## config.mk

```make
export PLATFORM = sky130hd
export DESIGN_NAME = rx_phase_sweep_ctrl_flat
export DESIGN_NICKNAME = d
export VERILOG_FILES = /design/src/rtl/rx_ctrl_pkg.sv /design/src/rtl/rx_phase_sweep_ctrl_if.sv /design/src/rtl/rx_abs_accum.sv /design/src/rtl/rx_phase_sweep_ctrl.sv /design/src/flat_wrapper.sv
export SDC_FILE = /design/constraint.sdc
export NUM_CORES = 1
export LEC_CHECK = 0
export ABC_AREA = 0
export CAP_MARGIN = 20
export CELL_PAD_IN_SITES_DETAIL_PLACEMENT = 0
export CELL_PAD_IN_SITES_GLOBAL_PLACEMENT = 2
export CORE_UTILIZATION = 37
export DETAILED_ROUTE_END_ITERATION = 7
export PLACE_DENSITY_LB_ADDON = 0.1
export SLEW_MARGIN = 20
export SYNTH_ARGS = -nofsm -noshare
export SYNTH_HDL_FRONTEND = slang
export SYNTH_SLANG_ARGS = --single-unit
```

## constraint.sdc

```tcl
create_clock -name clk -period 7.3 [get_ports clk]
set_input_delay 0.73 -clock clk [delete_from_list [all_inputs] [get_ports clk]]
set_output_delay 0.73 -clock clk [all_outputs]
set_load 0.05 [all_outputs]
```

## src/rtl/rx_ctrl_pkg.sv

```systemverilog
// Shared types and sizing helpers for the receiver phase sweep controller.
// Defaults here feed the parameters of the interface, top and accumulator.
package rx_ctrl_pkg;

    localparam int ADC_WIDTH_DEF     = 8;
    localparam int CODE_WIDTH_DEF    = 8;
    localparam int CODE_STEP_DEF     = 4;
    localparam int DWELL_LOG2_DEF    = 4;
    localparam int SETTLE_CYCLES_DEF = 4;

    localparam int METRIC_WIDTH = ADC_WIDTH_DEF + DWELL_LOG2_DEF;
    localparam int N_CODES =
        ((1 << CODE_WIDTH_DEF) - 1) / CODE_STEP_DEF + 1;

    typedef enum logic [2:0] {
        IDLE,
        SETTLE,
        ACCUM,
        COMPARE,
        APPLY,
        TRACK
    } sweep_state_t;

    function automatic int n_codes(input int cw, input int step);
        return ((1 << cw) - 1) / step + 1;
    endfunction

endpackage

```

## src/rtl/rx_phase_sweep_ctrl_if.sv

```systemverilog
// Control/status bundle between the phase sweep controller and its user.
// slave: controller side (takes start/abort/adc/pd, drives code/status).
interface rx_phase_sweep_ctrl_if
    import rx_ctrl_pkg::*;
#(
    parameter int ADC_WIDTH  = ADC_WIDTH_DEF,
    parameter int CODE_WIDTH = CODE_WIDTH_DEF,
    parameter int DWELL_LOG2 = DWELL_LOG2_DEF
) ();

    logic                              start;
    logic                              abort;
    logic signed [ADC_WIDTH-1:0]       adc_i;
    logic        [1:0]                 pd_adj_i;
    logic        [CODE_WIDTH-1:0]      del_code_o;
    logic                              busy;
    logic                              done;
    logic                              locked;
    logic        [CODE_WIDTH-1:0]      best_code_o;
    logic [ADC_WIDTH+DWELL_LOG2-1:0]   best_metric_o;

    modport master (
        output start, abort, adc_i, pd_adj_i,
        input  del_code_o, busy, done, locked,
        input  best_code_o, best_metric_o
    );

    modport slave (
        input  start, abort, adc_i, pd_adj_i,
        output del_code_o, busy, done, locked,
        output best_code_o, best_metric_o
    );

endinterface

```

## src/rtl/rx_abs_accum.sv

```systemverilog
// Accumulates |adc_i| while en_i is high; clr_i zeroes it (clear wins).
// Ports: clk, rstb (sync, active-low), clr_i, en_i, adc_i (signed), acc_o.
module rx_abs_accum #(
    parameter int ADC_WIDTH    = 8,
    parameter int METRIC_WIDTH = 12
) (
    input  logic                        clk,
    input  logic                        rstb,
    input  logic                        clr_i,
    input  logic                        en_i,
    input  logic signed [ADC_WIDTH-1:0] adc_i,
    output logic [METRIC_WIDTH-1:0]     acc_o
);

    logic [ADC_WIDTH:0]      ext_d;
    logic [ADC_WIDTH:0]      mag_d;
    logic [METRIC_WIDTH-1:0] acc_q;

    // One extra bit so that the most negative sample has a magnitude.
    always_comb begin
        ext_d = {adc_i[ADC_WIDTH-1], adc_i};
        mag_d = ext_d[ADC_WIDTH] ? -ext_d : ext_d;
    end

    always_ff @(posedge clk) begin
        if (!rstb) begin
            acc_q <= '0;
        end else if (clr_i) begin
            acc_q <= '0;
        end else if (en_i) begin
            acc_q <= acc_q + METRIC_WIDTH'(mag_d);
        end
    end

    assign acc_o = acc_q;

endmodule

```

## src/rtl/rx_phase_sweep_ctrl.sv

```systemverilog
// Sweeps the clk_delay code, keeps the code with the largest |adc| sum,
// applies it, then bang-bang tracks from pd_adj_i. Ports: clk, rstb, bus.
module rx_phase_sweep_ctrl
    import rx_ctrl_pkg::*;
#(
    parameter int ADC_WIDTH     = ADC_WIDTH_DEF,
    parameter int CODE_WIDTH    = CODE_WIDTH_DEF,
    parameter int CODE_STEP     = CODE_STEP_DEF,
    parameter int DWELL_LOG2    = DWELL_LOG2_DEF,
    parameter int SETTLE_CYCLES = SETTLE_CYCLES_DEF
) (
    input logic                  clk,
    input logic                  rstb,
    rx_phase_sweep_ctrl_if.slave bus
);

    localparam int MW    = ADC_WIDTH + DWELL_LOG2;
    localparam int CNT_W = DWELL_LOG2 + $clog2(SETTLE_CYCLES + 1) + 1;
    localparam logic [CNT_W-1:0] SETTLE_LAST = CNT_W'(SETTLE_CYCLES - 1);
    localparam logic [CNT_W-1:0] DWELL_LAST  = CNT_W'((1 << DWELL_LOG2) - 1);

    sweep_state_t          state_q;
    logic [CNT_W-1:0]      cnt_q;
    logic [CODE_WIDTH-1:0] cur_code_q;
    logic [CODE_WIDTH-1:0] del_code_q;
    logic [CODE_WIDTH-1:0] best_code_q;
    logic [MW-1:0]         best_metric_q;
    logic                  busy_q;
    logic                  done_q;
    logic                  locked_q;

    logic [CODE_WIDTH:0]   next_code_d;
    logic [CODE_WIDTH-1:0] trk_code_d;
    logic                  launch_d;
    logic                  acc_clr_d;
    logic                  acc_en_d;
    logic [MW-1:0]         acc;

    // Carry out of the next code means it would pass the top of the range.
    assign next_code_d = {1'b0, cur_code_q} + (CODE_WIDTH+1)'(CODE_STEP);

    assign launch_d  = !bus.abort && bus.start &&
                       (state_q == IDLE || state_q == TRACK);
    assign acc_clr_d = launch_d || (state_q == COMPARE);
    assign acc_en_d  = !bus.abort && (state_q == ACCUM);

    always_comb begin
        trk_code_d = del_code_q;
        unique case (bus.pd_adj_i)
            2'b01: if (del_code_q != '1) trk_code_d = del_code_q + 1'b1;
            2'b11,
            2'b10: if (del_code_q != '0) trk_code_d = del_code_q - 1'b1;
            default: trk_code_d = del_code_q;
        endcase
    end

    rx_abs_accum #(
        .ADC_WIDTH    (ADC_WIDTH),
        .METRIC_WIDTH (MW)
    ) u_accum (
        .clk   (clk),
        .rstb  (rstb),
        .clr_i (acc_clr_d),
        .en_i  (acc_en_d),
        .adc_i (bus.adc_i),
        .acc_o (acc)
    );

    always_ff @(posedge clk) begin
        if (!rstb) begin
            state_q       <= IDLE;
            cnt_q         <= '0;
            cur_code_q    <= '0;
            del_code_q    <= '0;
            best_code_q   <= '0;
            best_metric_q <= '0;
            busy_q        <= 1'b0;
            done_q        <= 1'b0;
            locked_q      <= 1'b0;
        end else begin
            done_q <= 1'b0;
            if (bus.abort) begin
                // Code and best result are left where they are.
                state_q  <= IDLE;
                cnt_q    <= '0;
                busy_q   <= 1'b0;
                locked_q <= 1'b0;
            end else if (launch_d) begin
                state_q       <= SETTLE;
                cnt_q         <= '0;
                cur_code_q    <= '0;
                del_code_q    <= '0;
                best_code_q   <= '0;
                best_metric_q <= '0;
                busy_q        <= 1'b1;
                locked_q      <= 1'b0;
            end else begin
                unique case (state_q)
                    IDLE: begin
                        state_q <= IDLE;
                    end
                    SETTLE: begin
                        if (cnt_q == SETTLE_LAST) begin
                            cnt_q   <= '0;
                            state_q <= ACCUM;
                        end else begin
                            cnt_q <= cnt_q + 1'b1;
                        end
                    end
                    ACCUM: begin
                        if (cnt_q == DWELL_LAST) begin
                            cnt_q   <= '0;
                            state_q <= COMPARE;
                        end else begin
                            cnt_q <= cnt_q + 1'b1;
                        end
                    end
                    COMPARE: begin
                        // Strict compare: ties keep the lower code.
                        if (acc > best_metric_q) begin
                            best_metric_q <= acc;
                            best_code_q   <= cur_code_q;
                        end
                        if (next_code_d[CODE_WIDTH]) begin
                            state_q <= APPLY;
                        end else begin
                            cur_code_q <= next_code_d[CODE_WIDTH-1:0];
                            del_code_q <= next_code_d[CODE_WIDTH-1:0];
                            state_q    <= SETTLE;
                        end
                    end
                    APPLY: begin
                        del_code_q <= best_code_q;
                        done_q     <= 1'b1;
                        locked_q   <= 1'b1;
                        busy_q     <= 1'b0;
                        state_q    <= TRACK;
                    end
                    TRACK: begin
                        del_code_q <= trk_code_d;
                    end
                    default: begin
                        state_q <= IDLE;
                        busy_q  <= 1'b0;
                    end
                endcase
            end
        end
    end

    assign bus.del_code_o    = del_code_q;
    assign bus.busy          = busy_q;
    assign bus.done          = done_q;
    assign bus.locked        = locked_q;
    assign bus.best_code_o   = best_code_q;
    assign bus.best_metric_o = best_metric_q;

endmodule

```

## src/flat_wrapper.sv

```systemverilog
// flat-port wrapper written by rule: the top's interface ports become plain ports
module rx_phase_sweep_ctrl_flat import rx_ctrl_pkg::*;
#(
    parameter int ADC_WIDTH     = ADC_WIDTH_DEF,
    parameter int CODE_WIDTH    = CODE_WIDTH_DEF,
    parameter int CODE_STEP     = CODE_STEP_DEF,
    parameter int DWELL_LOG2    = DWELL_LOG2_DEF,
    parameter int SETTLE_CYCLES = SETTLE_CYCLES_DEF
)
  (clk, rstb, bus_start, bus_abort, bus_adc_i, bus_pd_adj_i, bus_del_code_o, bus_busy, bus_done, bus_locked, bus_best_code_o, bus_best_metric_o);
  rx_phase_sweep_ctrl_if #(.ADC_WIDTH(ADC_WIDTH), .CODE_WIDTH(CODE_WIDTH), .DWELL_LOG2(DWELL_LOG2)) bus_i ();
  input logic clk;
  input logic rstb;
  input wire logic [$bits(bus_i.start)-1:0] bus_start;
  input wire logic [$bits(bus_i.abort)-1:0] bus_abort;
  input wire logic [$bits(bus_i.adc_i)-1:0] bus_adc_i;
  input wire logic [$bits(bus_i.pd_adj_i)-1:0] bus_pd_adj_i;
  output wire logic [$bits(bus_i.del_code_o)-1:0] bus_del_code_o;
  output wire logic [$bits(bus_i.busy)-1:0] bus_busy;
  output wire logic [$bits(bus_i.done)-1:0] bus_done;
  output wire logic [$bits(bus_i.locked)-1:0] bus_locked;
  output wire logic [$bits(bus_i.best_code_o)-1:0] bus_best_code_o;
  output wire logic [$bits(bus_i.best_metric_o)-1:0] bus_best_metric_o;
  assign bus_i.start = bus_start;
  assign bus_i.abort = bus_abort;
  assign bus_i.adc_i = bus_adc_i;
  assign bus_i.pd_adj_i = bus_pd_adj_i;
  assign bus_del_code_o = bus_i.del_code_o;
  assign bus_busy = bus_i.busy;
  assign bus_done = bus_i.done;
  assign bus_locked = bus_i.locked;
  assign bus_best_code_o = bus_i.best_code_o;
  assign bus_best_metric_o = bus_i.best_metric_o;
  rx_phase_sweep_ctrl #(.ADC_WIDTH(ADC_WIDTH), .CODE_WIDTH(CODE_WIDTH), .CODE_STEP(CODE_STEP), .DWELL_LOG2(DWELL_LOG2), .SETTLE_CYCLES(SETTLE_CYCLES)) u_core (.clk(clk), .rstb(rstb), .bus(bus_i));
endmodule
```

; ---- Word level (Yosys, flattened, before mapping)
; Cells that the tools add are included.
; Widths: inputs -> output; s select.
[totals]
reg_bits = 62
output_inout_bits = 31
[op_classes]
addsub = 6
n_lt_le_gt_ge = 1
n_eq_ne = 22
n_mux = 26
bitwise = 3
reduce_logical = 22
[op_table]
columns = op, n
row1 = $mux 8, 11
row2 = $mux 12, 3
row3 = $pmux 8 s2, 2
row4 = $pmux 8 s3, 1
row5 = $add 8x1->8 const B, 2
row6 = $pmux 3 s5, 1
row7 = $add 12x9->12, 1
row8 = $gt 12x12->1, 1
row9 = $ne 4x3->1 const B, 3
row10 = $reduce_and 3->1, 4
row11 = $add 8x3->9 const B, 1
row12 = $mux 3, 3
row13 = $mux 9, 1
row14 = $neg 9->9, 1
row15 = $eq 8x2->1 const B, 1
row16 = $eq 8x4->1 const B, 1
row17 = $ne 8x8->1 const B, 1
row18 = $reduce_bool 8->1, 1
row19 = $sub 8x1->8 const B, 1
row20 = $eq 3x2->1 const B, 2
row21 = $eq 3x3->1 const B, 2
row22 = $ne 2x1->1 const B, 3
row23 = $reduce_and 6->1, 1
row24 = $reduce_bool 2->1, 3
row25 = other kinds (17), 29

; ---- Depth between registers and ports, before layout
; Gate-level depths: netlist of the first run.
[depth]
depth_word = 5
ltp_mapped = 11
ltp_nobuf = 11

; ---- Modules after synthesis
; Synthesis of the first run repeated with hierarchy kept, for this count alone.
[hier_totals]
cells_unflattened = 539
area_unflattened_um2 = 4234.1
[by_module_without_submodules]
columns = module, n_inst, cells_each, area_per_inst_um2, seq_area_each_um2
row1 = rx_phase_sweep_ctrl, 1, 418, 3280.6, 940.9
row2 = rx_abs_accum, 1, 121, 953.4, 240.2

; ---- Worst setup path before layout of the first run
; Ideal clock, no wire load.
[synth_timing]
kind = input-to-reg
startpoint = input port bus_adc_i[0]
endpoint = register u_core.u_accum.acc_q[10], in the netlist u_core.u_accum.acc_o[10]
setup_ns = 0.062
t_arrival_ns = 2.816
path_slack_ns = 4.422
stages = 10
path_buffers = 0
cell_sequence = inv_1 ha_1 nand2_1 o21ai_0 fa_1 a21o_1 a21o_1 a211o_1 a2111o_1 nand3_1
[synth_via]
elab_chain_len = 3
[synth_rtl]
columns = item, line
row1 = "start, declared", flat_wrapper.sv:16  ; input wire logic [$bits(bus_i.adc_i)-1:0] bus_adc_i;
row2 = $neg 9->9, rx_abs_accum.sv:22  ; mag_d = ext_d[ADC_WIDTH] ? -ext_d : ext_d;
row3 = $mux 9 *, rx_abs_accum.sv:22
row4 = $add 12x9->12 *, rx_abs_accum.sv:31  ; acc_q <= acc_q + METRIC_WIDTH'(mag_d);
row5 = "end signal, assigned", rx_abs_accum.sv:31
row6 = "end, declared", rx_abs_accum.sv:17  ; logic [METRIC_WIDTH-1:0] acc_q;
; Mark *: on every way between the ends. The rest lies on a longest branch, timed or not.
; A chain may end at the register's enable or synchronous reset.

; ---- Worst setup path in the final report of the first run
; Ends and elaborated chain as after synthesis.

==> results.ini, run 1 <==
[run_status]
status=complete, no violations

[hold_path]
hold_path.startpoint=u_core.bus.locked$_SDFFE_PP0P_
min_path_type=reg2reg

[routing]
via_per_inst=5.53
routed_wl_um=10200
wl_met1_um=5280
drtIter0Drc=180
firstDrtPassIters=4
wl_per_cell_um=16.0
met3_length_um=330
highest_layer=met4
drc=0
met2WireLength_um=4460
ant_nets=0
vias=3505

[power_and_ir_drop]
ir_drop_uv=103
cellLeakagePower_nw=1.74
p_per_area_nw_per_um2=158
power.total_uw=730

[sta]
hold_violations=0
setup_tns_ns=0
slew_viol_final=0
setup_viol=0
maxSlewHeadroom_pct=37.9
period_minus_slack_ns=3.23
tightest_slew_ns=0.930
clock_skew_ns=0.00621
max_freq_mhz=310
period_share_pct=44.2
rsz0062_at_grt=false

[place]
portBuffers=44
dp_hpwl_um=7400
place_congestion=0.791

[die]
ios=45
coreArea_um2=9950
die_h_um=104
die-area_um2=10900
fp.dieW_um=104
row_count=36
start_util_pct=38.9

[job]
cap_violations=0

[synth]
async_flop_share_pct=0
netlist_instances=461
synthAdderAreaFrac_pct=10.7
synth-main-ff-cell=dfxtp_1
yosys_register_bits=59
synth.avg_cell_area_um2=8.39
yosys.area_share.simple_pct=22.2
synth_top_family_by_area=compound AO/OA/AOI/OAI gates
muxShareOfSynthArea_pct=0.259
synth_xor_area_share_pct=5.21
synth_cell_types=62
synth_compound_area_share_pct=25.7
synth_nets=507
synth-edff-count=0
yosysSeqAreaShare_pct=30.5
yosys_warnings=0
synth_area_um2=3870

[worst_setup_path]
r2r-end=u_core.bus.best_code_o[6]$_SDFFE_PN0P_
critical_path_required_ns=7.57
start_kind=primary input
reg2reg_depth=6
cp.arrival_ns=3.50
endpoint=u_core.u_accum.acc_o[10]$_SDFFE_PP0P_
timing.rr.start=u_core.state_q[0]$_SDFFE_PP0P_
cp-startpoint=bus_adc_i[0]
crit_type=in2reg
endpoint_kind=register
r2r_setup_slack_ns=4.53
crit_fanout=4

[layout]
layout.nets=542
final_cell_mix=dfxtp_1 (59), clkdlybuf4s50_1 (44), a21oi_1 (35), nand2_1 (32), nor2_1 (32)
final.fill_count=983
seq_area_um2=1180
antenna_cells=0
areaGrowthSynthToFinish_pct=19.0
layout-drive-gt1-share_pct=5.19
multi_input_area_um2=2480
final_common_cell=dfxtp_1

[clock_network]
post_cts_buffers=0
cts_buffer_depth=2
clk_pin_slew_ns=0.07
cts_max_level=3
cts_resized=0
cts_made_buffers=9
clock_latency_ns=0.33
holdBufCountCts=0
tritoncts=done
clkSinkCount=59
cts_root_buffer=clkbuf_8

[grt]
grt-ovfl-total=0
grt_pass1_vias=3283
grt_max_degree=24
grt_use_total_pct=19.3
antenna_found_initial=0
grt_pass1_wl_um=16900

-- through the flow --
stage	setup slack, ns	std cells	area (um2)	util (%)	hold WS (ns)
2_1_floorplan	4.42	461	3870	-	0.465
3_3_place_gp	3.79	618	4380	44.0	0.459
3_5_place_dp	3.74	618	4380	44.0	0.460
4_1_cts	4.10	634	4610	46.3	0.480
5_1_grt	3.95	634	4610	46.3	0.504
6_report	4.07	634	4610	46.3	0.471
-- worst min-delay path by stage --
stage,slack [ns],end,depth (start not counted)
after floorplan,0.47,u_core.u_accum.acc_o[11]$_SDFFE_PP0P_,2
after global placement,0.46,u_core.bus.locked$_SDFFE_PP0P_,2
after detailed placement,0.46,u_core.bus.locked$_SDFFE_PP0P_,2
after CTS,0.48,u_core.bus.locked$_SDFFE_PP0P_,2
after global routing,0.50,u_core.bus.locked$_SDFFE_PP0P_,2
final,0.47,u_core.bus.locked$_SDFFE_PP0P_,2
-- cells in the mapped netlist (all sizes together), types with 4 or more instances --
library cell,n,area share [%]
clkbuf,13,1.3
xor2,12,2.7
o21bai,4,0.78
xnor2,11,2.5
dfxtp,59,31
nand2b,10,1.6
ha,30,9.7
o31ai,6,1.2
o21ai,25,3.2
nor3,10,1.3
a211oi,6,1.2
nand4,13,2.1
nand3b,5,1.3
nand3,19,2.5
a211o,4,0.91
or4,4,0.78
or3,11,1.8
a21oi,35,4.5
inv,23,2.2
nand2,32,3.1
o211ai,8,1.6
a21o,6,1.2
buf,10,1.8
a22o,18,4.1
nor2,32,3.1
-- sequential cells by signal (all words and copies together) (netlist names) --
| register | count |
|---|---|
| u_core.state_q | 3 |
| u_core.bus.del_code_o | 8 |
| u_core.bus.busy | 1 |
| u_core.cnt_q | 8 |
| u_core.bus.best_code_o | 7 |
| u_core.bus.locked | 1 |
| u_core.bus.best_metric_o | 12 |
| u_core.u_accum.acc_o | 12 |
| u_core.bus.done | 1 |
| u_core.cur_code_q | 6 |
-- report_power, final --
group / switching (mW) / total (mW) / internal, mW / leakage (nW)
logic: 0.0393 / 0.0644 / 0.0251 / 1.15
registers: 0.00216 / 0.325 / 0.322 / 0.475
clock network: 0.139 / 0.341 / 0.201 / 0.108
-- per-layer routing --
| metal | vias up | track usage [%] |
|---|---|---|
| li1 | 1791 | - |
| met1 | 1645 | 28.1 |
| met2 | 63 | 28.9 |
| met3 | 6 | 3.63 |
| met4 | 0 | 5.00 |
| met5 | - | 0 |
-- cell type report --
| type | count | share of cell area, % |
|---|---|---|
| multi-input combinational | 356 | 53.9 |
| sequential | 59 | 25.6 |
| timing repair buffer | 47 | 10.1 |
| tap | 133 | 3.61 |
| clock buffer | 10 | 2.99 |
| clock inverter | 6 | 1.93 |
| inverter | 23 | 1.87 |
-- cells by family (layout without fill, tap and decap cells) --
group / count (synthesis) / in the layout
mux: 1 / 1
xor+xnor: 23 / 23
buf+inv: 46 / 86
simple gates: 159 / 159
other cells: 1 / 1
fa+ha+maj: 32 / 32
compound gates: 140 / 140
flops: 59 / 59
-- critical path, cell delays in order --
cell and delay (ns):
clkdlybuf4s50_1 0.50, inv_1 0.05, ha_1 0.28, nand2_1 0.05, o21ai_0 0.15, fa_1 0.47, a21o_1 0.19, a21o_1 0.22
a211o_1 0.36, a2111o_1 0.42, nand3_1 0.08
No activity file was read; power rests on OpenSTA's default activity.
==> inputs of run 2 (changes only) <==
--- a/config.mk
+++ b/config.mk
@@ -9,7 +9,7 @@
 export CAP_MARGIN = 20
 export CELL_PAD_IN_SITES_DETAIL_PLACEMENT = 0
 export CELL_PAD_IN_SITES_GLOBAL_PLACEMENT = 2
-export CORE_UTILIZATION = 37
+export CORE_UTILIZATION = 34
 export DETAILED_ROUTE_END_ITERATION = 7
 export PLACE_DENSITY_LB_ADDON = 0.1
 export SLEW_MARGIN = 20
==> constraint.sdc (replaced) <==
create_clock -name clk -period 3.21 [get_ports clk]
set_input_delay 0.321 -clock clk [delete_from_list [all_inputs] [get_ports clk]]
set_output_delay 0.321 -clock clk [all_outputs]
set_load 0.05 [all_outputs]
==> run 2 against run 1 <==
Net effect:
- total power rose by 150%
- routed wire length is 0.82% higher
- clock power rose to 2.7 times the previous value
- hold slack lost 0.0053 ns
- non-clock buffer count is 8 higher
- critical path depth unchanged
- sequential share of layout area decreased by 0.68 points
- sequential power rose by 130%
- design area increased by 2.7%
- clock-buffer cell count up 1
- via count increased by 0.11%
==> results.ini, run 2 (synthesis gave the netlist of run 1 again) <==
[sta]
period_share_pct=86.5
maxSlewHeadroom_pct=54.4
setup_viol=0
setup_ws_ns=0.433
rsz0062_at_grt=false
clock_skew_ns=0.00619
timing.hold.ws_ns=0.466
tightest_slew_ns=0.673
max_freq_mhz=360
slew_viol_final=0
hold_violations=0
period_minus_slack_ns=2.78
setup_tns_ns=0

[hold_path]
holdPathEnd=u_core.bus.locked$_SDFFE_PP0P_
min_path_type=reg2reg
worst_hold_path.num_cells=2
hold_path.startpoint=u_core.bus.locked$_SDFFE_PP0P_

[run_status]
status=complete, no violations

[layout]
final_common_cell=dfxtp_1
final.fill_count=1108
postLayoutCellArea_um2=4730
antenna_cells=0
seq_area_um2=1180
multi_input_area_um2=2480
layout-drive-gt1-share_pct=6.11
final_cell_mix=dfxtp_1 (59), clkdlybuf4s50_1 (44), a21oi_1 (35), nand2_1 (32), nor2_1 (32)
final_cells=647
areaGrowthSynthToFinish_pct=22.2
layout.nets=550

[worst_setup_path]
reg2reg_depth=8
crit_fanout=4
critical_path_required_ns=3.48
start_kind=primary input
crit_type=in2reg
r2r-end=u_core.bus.best_code_o[7]$_SDFFE_PN0P_
timing.rr.start=u_core.bus.best_metric_o[7]$_SDFFE_PN0P_
cp.arrival_ns=3.04
r2r_setup_slack_ns=0.77
endpoint_kind=register

[die]
row_count=38
fp.dieW_um=109
start_util_pct=35.2
coreArea_um2=11000
die_h_um=109
die-area_um2=11800
ios=45

[grt]
grt_max_degree=20
grt_pass1_vias=3367
grt_pass1_wl_um=17200
antenna_found_initial=0
grt_use_total_pct=18.8
grt-ovfl-total=0

[routing]
firstDrtPassIters=4
vias=3509
ant_nets=0
routed_wl_um=10200
drtIter0Drc=172
wl_per_cell_um=15.8
drc=0
via_per_inst=5.42

[place]
place_ws_ns=0.0878
place_area_um2=4450
dp_hpwl_um=7710
portBuffers=44
post-place-cells=633
place_congestion=0.775

[clock_network]
cts_resized=0
tritoncts=done
clock_latency_ns=0.32
post_cts_buffers=0
cts_buffer_depth=2
cts_max_level=3
cts_made_buffers=9
clkSinkCount=59
cts_root_buffer=clkbuf_16
clk_pin_slew_ns=0.05
holdBufCountCts=0

[power_and_ir_drop]
cellLeakagePower_nw=1.81
ir_drop_uv=200
p_per_area_nw_per_um2=383

[job]
cap_violations=0

[run 2: through the flow]
stage / total power, mW / utilization (%)
after floorplan: 0.853 / -
after global placement: 0.906 / 40.5
after detailed placement: 0.906 / 40.5
after CTS: 1.84 / 43.1
after global routing: 1.89 / 43.1
final: 1.81 / 43.1
[run 2: metal layers]
metal	share of wire, %	global-route usage (%)	up-vias
li1	-	-	1815
met1	52	27.3	1627
met2	43	27.8	55
met3	3.0	3.47	12
met4	1.3	5.89	0
met5	0	0	-
[run 2: worst max-delay path by stage]
stage                      start                               endpoint  cells after the start
detailed placement  bus_adc_i[0]  u_core.u_accum.acc_o[10]$_SDFFE_PP0P_                     11
global route        bus_adc_i[0]  u_core.u_accum.acc_o[10]$_SDFFE_PP0P_                     11
CTS                 bus_adc_i[0]  u_core.u_accum.acc_o[10]$_SDFFE_PP0P_                     11
global placement    bus_adc_i[0]  u_core.u_accum.acc_o[10]$_SDFFE_PP0P_                     11
floorplan           bus_adc_i[0]  u_core.u_accum.acc_o[10]$_SDFFE_PP0P_                     10
finish              bus_adc_i[0]  u_core.u_accum.acc_o[10]$_SDFFE_PP0P_                     11
[run 2: worst max-delay path: stages]
cell and delay, ns:
clkdlybuf4s50_1 0.50, inv_1 0.05, ha_1 0.28, nand2_1 0.05, o21ai_0 0.14, fa_1 0.45, a21o_1 0.19, a21o_1 0.20
a211o_1 0.34, a2111o_1 0.42, nand3_1 0.08
[run 2: area by class of cell]
cell class | instances | share of cell area, %
Multi-Input combinational cell | 356 | 52.5
Clock inverter | 3 | 0.846
Clock buffer | 11 | 5.13
Timing Repair Buffer | 55 | 11.1
Tap cell | 140 | 3.70
Inverter | 23 | 1.82
Sequential cell | 59 | 25.0
[run 2: power breakdown]
group | internal, mW | leakage [nW] | switching [mW] | total [mW]
Clock | 0.609 | 0.141 | 0.311 | 0.920
Sequential | 0.736 | 0.475 | 0.00304 | 0.739
Combinational | 0.0606 | 1.19 | 0.0918 | 0.152
Total | 1.41 | 1.81 | 0.406 | 1.81
==> inputs of run 3 (changes only) <==
--- a/config.mk
+++ b/config.mk
@@ -12,6 +12,7 @@
 export CORE_UTILIZATION = 34
 export DETAILED_ROUTE_END_ITERATION = 7
 export PLACE_DENSITY_LB_ADDON = 0.1
+export REMOVE_ABC_BUFFERS = 1
 export SLEW_MARGIN = 20
 export SYNTH_ARGS = -nofsm -noshare
 export SYNTH_HDL_FRONTEND = slang
==> run 3 against run 2 <==
Net effect:
- worst setup slack got worse by 0.015 ns
- global-route usage rose by 0.50 points
- largest cell class unchanged
- routed wire length rose by 2.6%
==> results.ini, run 3 (synthesis gave the netlist of run 1 again) <==
[worst_setup_path]
crit_fanout=4
crit_type=in2reg
reg2reg_depth=8
endpoint_kind=register
cp.arrival_ns=3.07
start_kind=primary input
r2r_setup_slack_ns=0.80
timing.rr.start=u_core.bus.best_metric_o[7]$_SDFFE_PN0P_
r2r-end=u_core.bus.best_code_o[7]$_SDFFE_PN0P_
critical_path_required_ns=3.49

[power_and_ir_drop]
cellLeakagePower_nw=1.80
ir_drop_uv=326
power.total_mw=1.82
p_per_area_nw_per_um2=384

[place]
portBuffers=44
place_ws_ns=0.0488
post-place-cells=633
place_congestion=0.757
dp_hpwl_um=7990
place_area_um2=4450

[sta]
setup_viol=0
setup_tns_ns=0
hold_violations=0
maxSlewHeadroom_pct=53.5
tightest_slew_ns=0.680
period_minus_slack_ns=2.79
slew_viol_final=0
setup_ws_ns=0.418
timing.hold.ws_ns=0.466
period_share_pct=87.0
max_freq_mhz=358
rsz0062_at_grt=false
clock_skew_ns=0.0122

[grt]
grt_pass1_vias=3381
grt_use_total_pct=19.3
grt_pass1_wl_um=17400
grt-ovfl-total=0
antenna_found_initial=0
grt_max_degree=16

[layout]
final_util_pct=43.0
seq_area_um2=1180
final_cell_mix=dfxtp_1 (59), clkdlybuf4s50_1 (44), a21oi_1 (35), nand2_1 (32), nor2_1 (32)
final_cells=648
final.fill_count=1148
layout-drive-gt1-share_pct=5.91
postLayoutCellArea_um2=4720
areaGrowthSynthToFinish_pct=22.1
multi_input_area_um2=2480
final_common_cell=dfxtp_1
antenna_cells=0
layout.nets=550

[routing]
routed_wl_um=10500
highest_layer=met4
wl_per_cell_um=16.2
firstDrtPassIters=6
wl_met1_um=5420
met3_length_um=325
via_per_inst=5.54
ant_nets=0
drtIter0Drc=203
vias=3591
drc=0
met2WireLength_um=4650

[clock_network]
cts_root_buffer=clkbuf_16
tritoncts=done
post_cts_buffers=0
holdBufCountCts=0
cts_made_buffers=9
clock_latency_ns=0.33
cts_resized=0
cts_buffer_depth=2
clk_pin_slew_ns=0.06
cts_max_level=3
clkSinkCount=59

[die]
die_h_um=109
start_util_pct=35.2
row_count=38
die-area_um2=11800
fp.dieW_um=109
ios=45
coreArea_um2=11000

[job]
cap_violations=0

[hold_path]
min_path_type=reg2reg
worst_hold_path.num_cells=2
holdPathEnd=u_core.bus.locked$_SDFFE_PP0P_
hold_path.startpoint=u_core.bus.locked$_SDFFE_PP0P_

[run_status]
status=complete, no violations

==> run 3: where the power goes <==
part | internal, mW | switching (mW) | leakage (nW) | total, mW
Clock | 0.594 | 0.330 | 0.136 | 0.923
Combinational | 0.0616 | 0.0925 | 1.19 | 0.154
Sequential | 0.735 | 0.00342 | 0.475 | 0.739
Total | 1.39 | 0.426 | 1.80 | 1.82
==> run 3: worst max-delay path by stage <==
stage / cells past startpoint / start / slack, ns / endpoint
after CTS: 11 / bus_adc_i[0] / 0.40 / u_core.u_accum.acc_o[10]$_SDFFE_PP0P_
after detailed placement: 11 / bus_adc_i[0] / 0.05 / u_core.u_accum.acc_o[10]$_SDFFE_PP0P_
final: 11 / bus_adc_i[0] / 0.42 / u_core.u_accum.acc_o[10]$_SDFFE_PP0P_
after global routing: 11 / bus_adc_i[0] / 0.25 / u_core.u_accum.acc_o[10]$_SDFFE_PP0P_
after global placement: 11 / bus_adc_i[0] / 0.11 / u_core.u_accum.acc_o[10]$_SDFFE_PP0P_
after floorplan: 5 / u_core.state_q[0]$_SDFFE_PP0P_ / 0.60 / u_core.u_accum.acc_o[6]$_SDFFE_PP0P_
==> run 3: per-layer routing <==
layer / up-vias / GRT usage [%]
met4: 0 / 6.08
met5: - / 0
met1: 1708 / 26.6
li1: 1824 / -
met3: 8 / 4.12
met2: 51 / 29.8
==> run 3: cell type report <==
cell class                      count  share of cell area, %
Tap cell                          140                   3.71
Clock inverter                      3                  0.847
Inverter                           23                   1.83
Clock buffer                       12                   5.01
Sequential cell                    59                   25.0
Timing Repair Buffer               55                   11.1
Multi-Input combinational cell    356                   52.5
==> run 3: worst max-delay path, stage by stage <==
cell and delay [ns]:
clkdlybuf4s50_1 0.50, inv_1 0.05, ha_1 0.28, nand2_1 0.05
o21ai_0 0.15, fa_1 0.46, a21o_1 0.19, a21o_1 0.21
a211o_1 0.35, a2111o_1 0.42, nand3_1 0.08
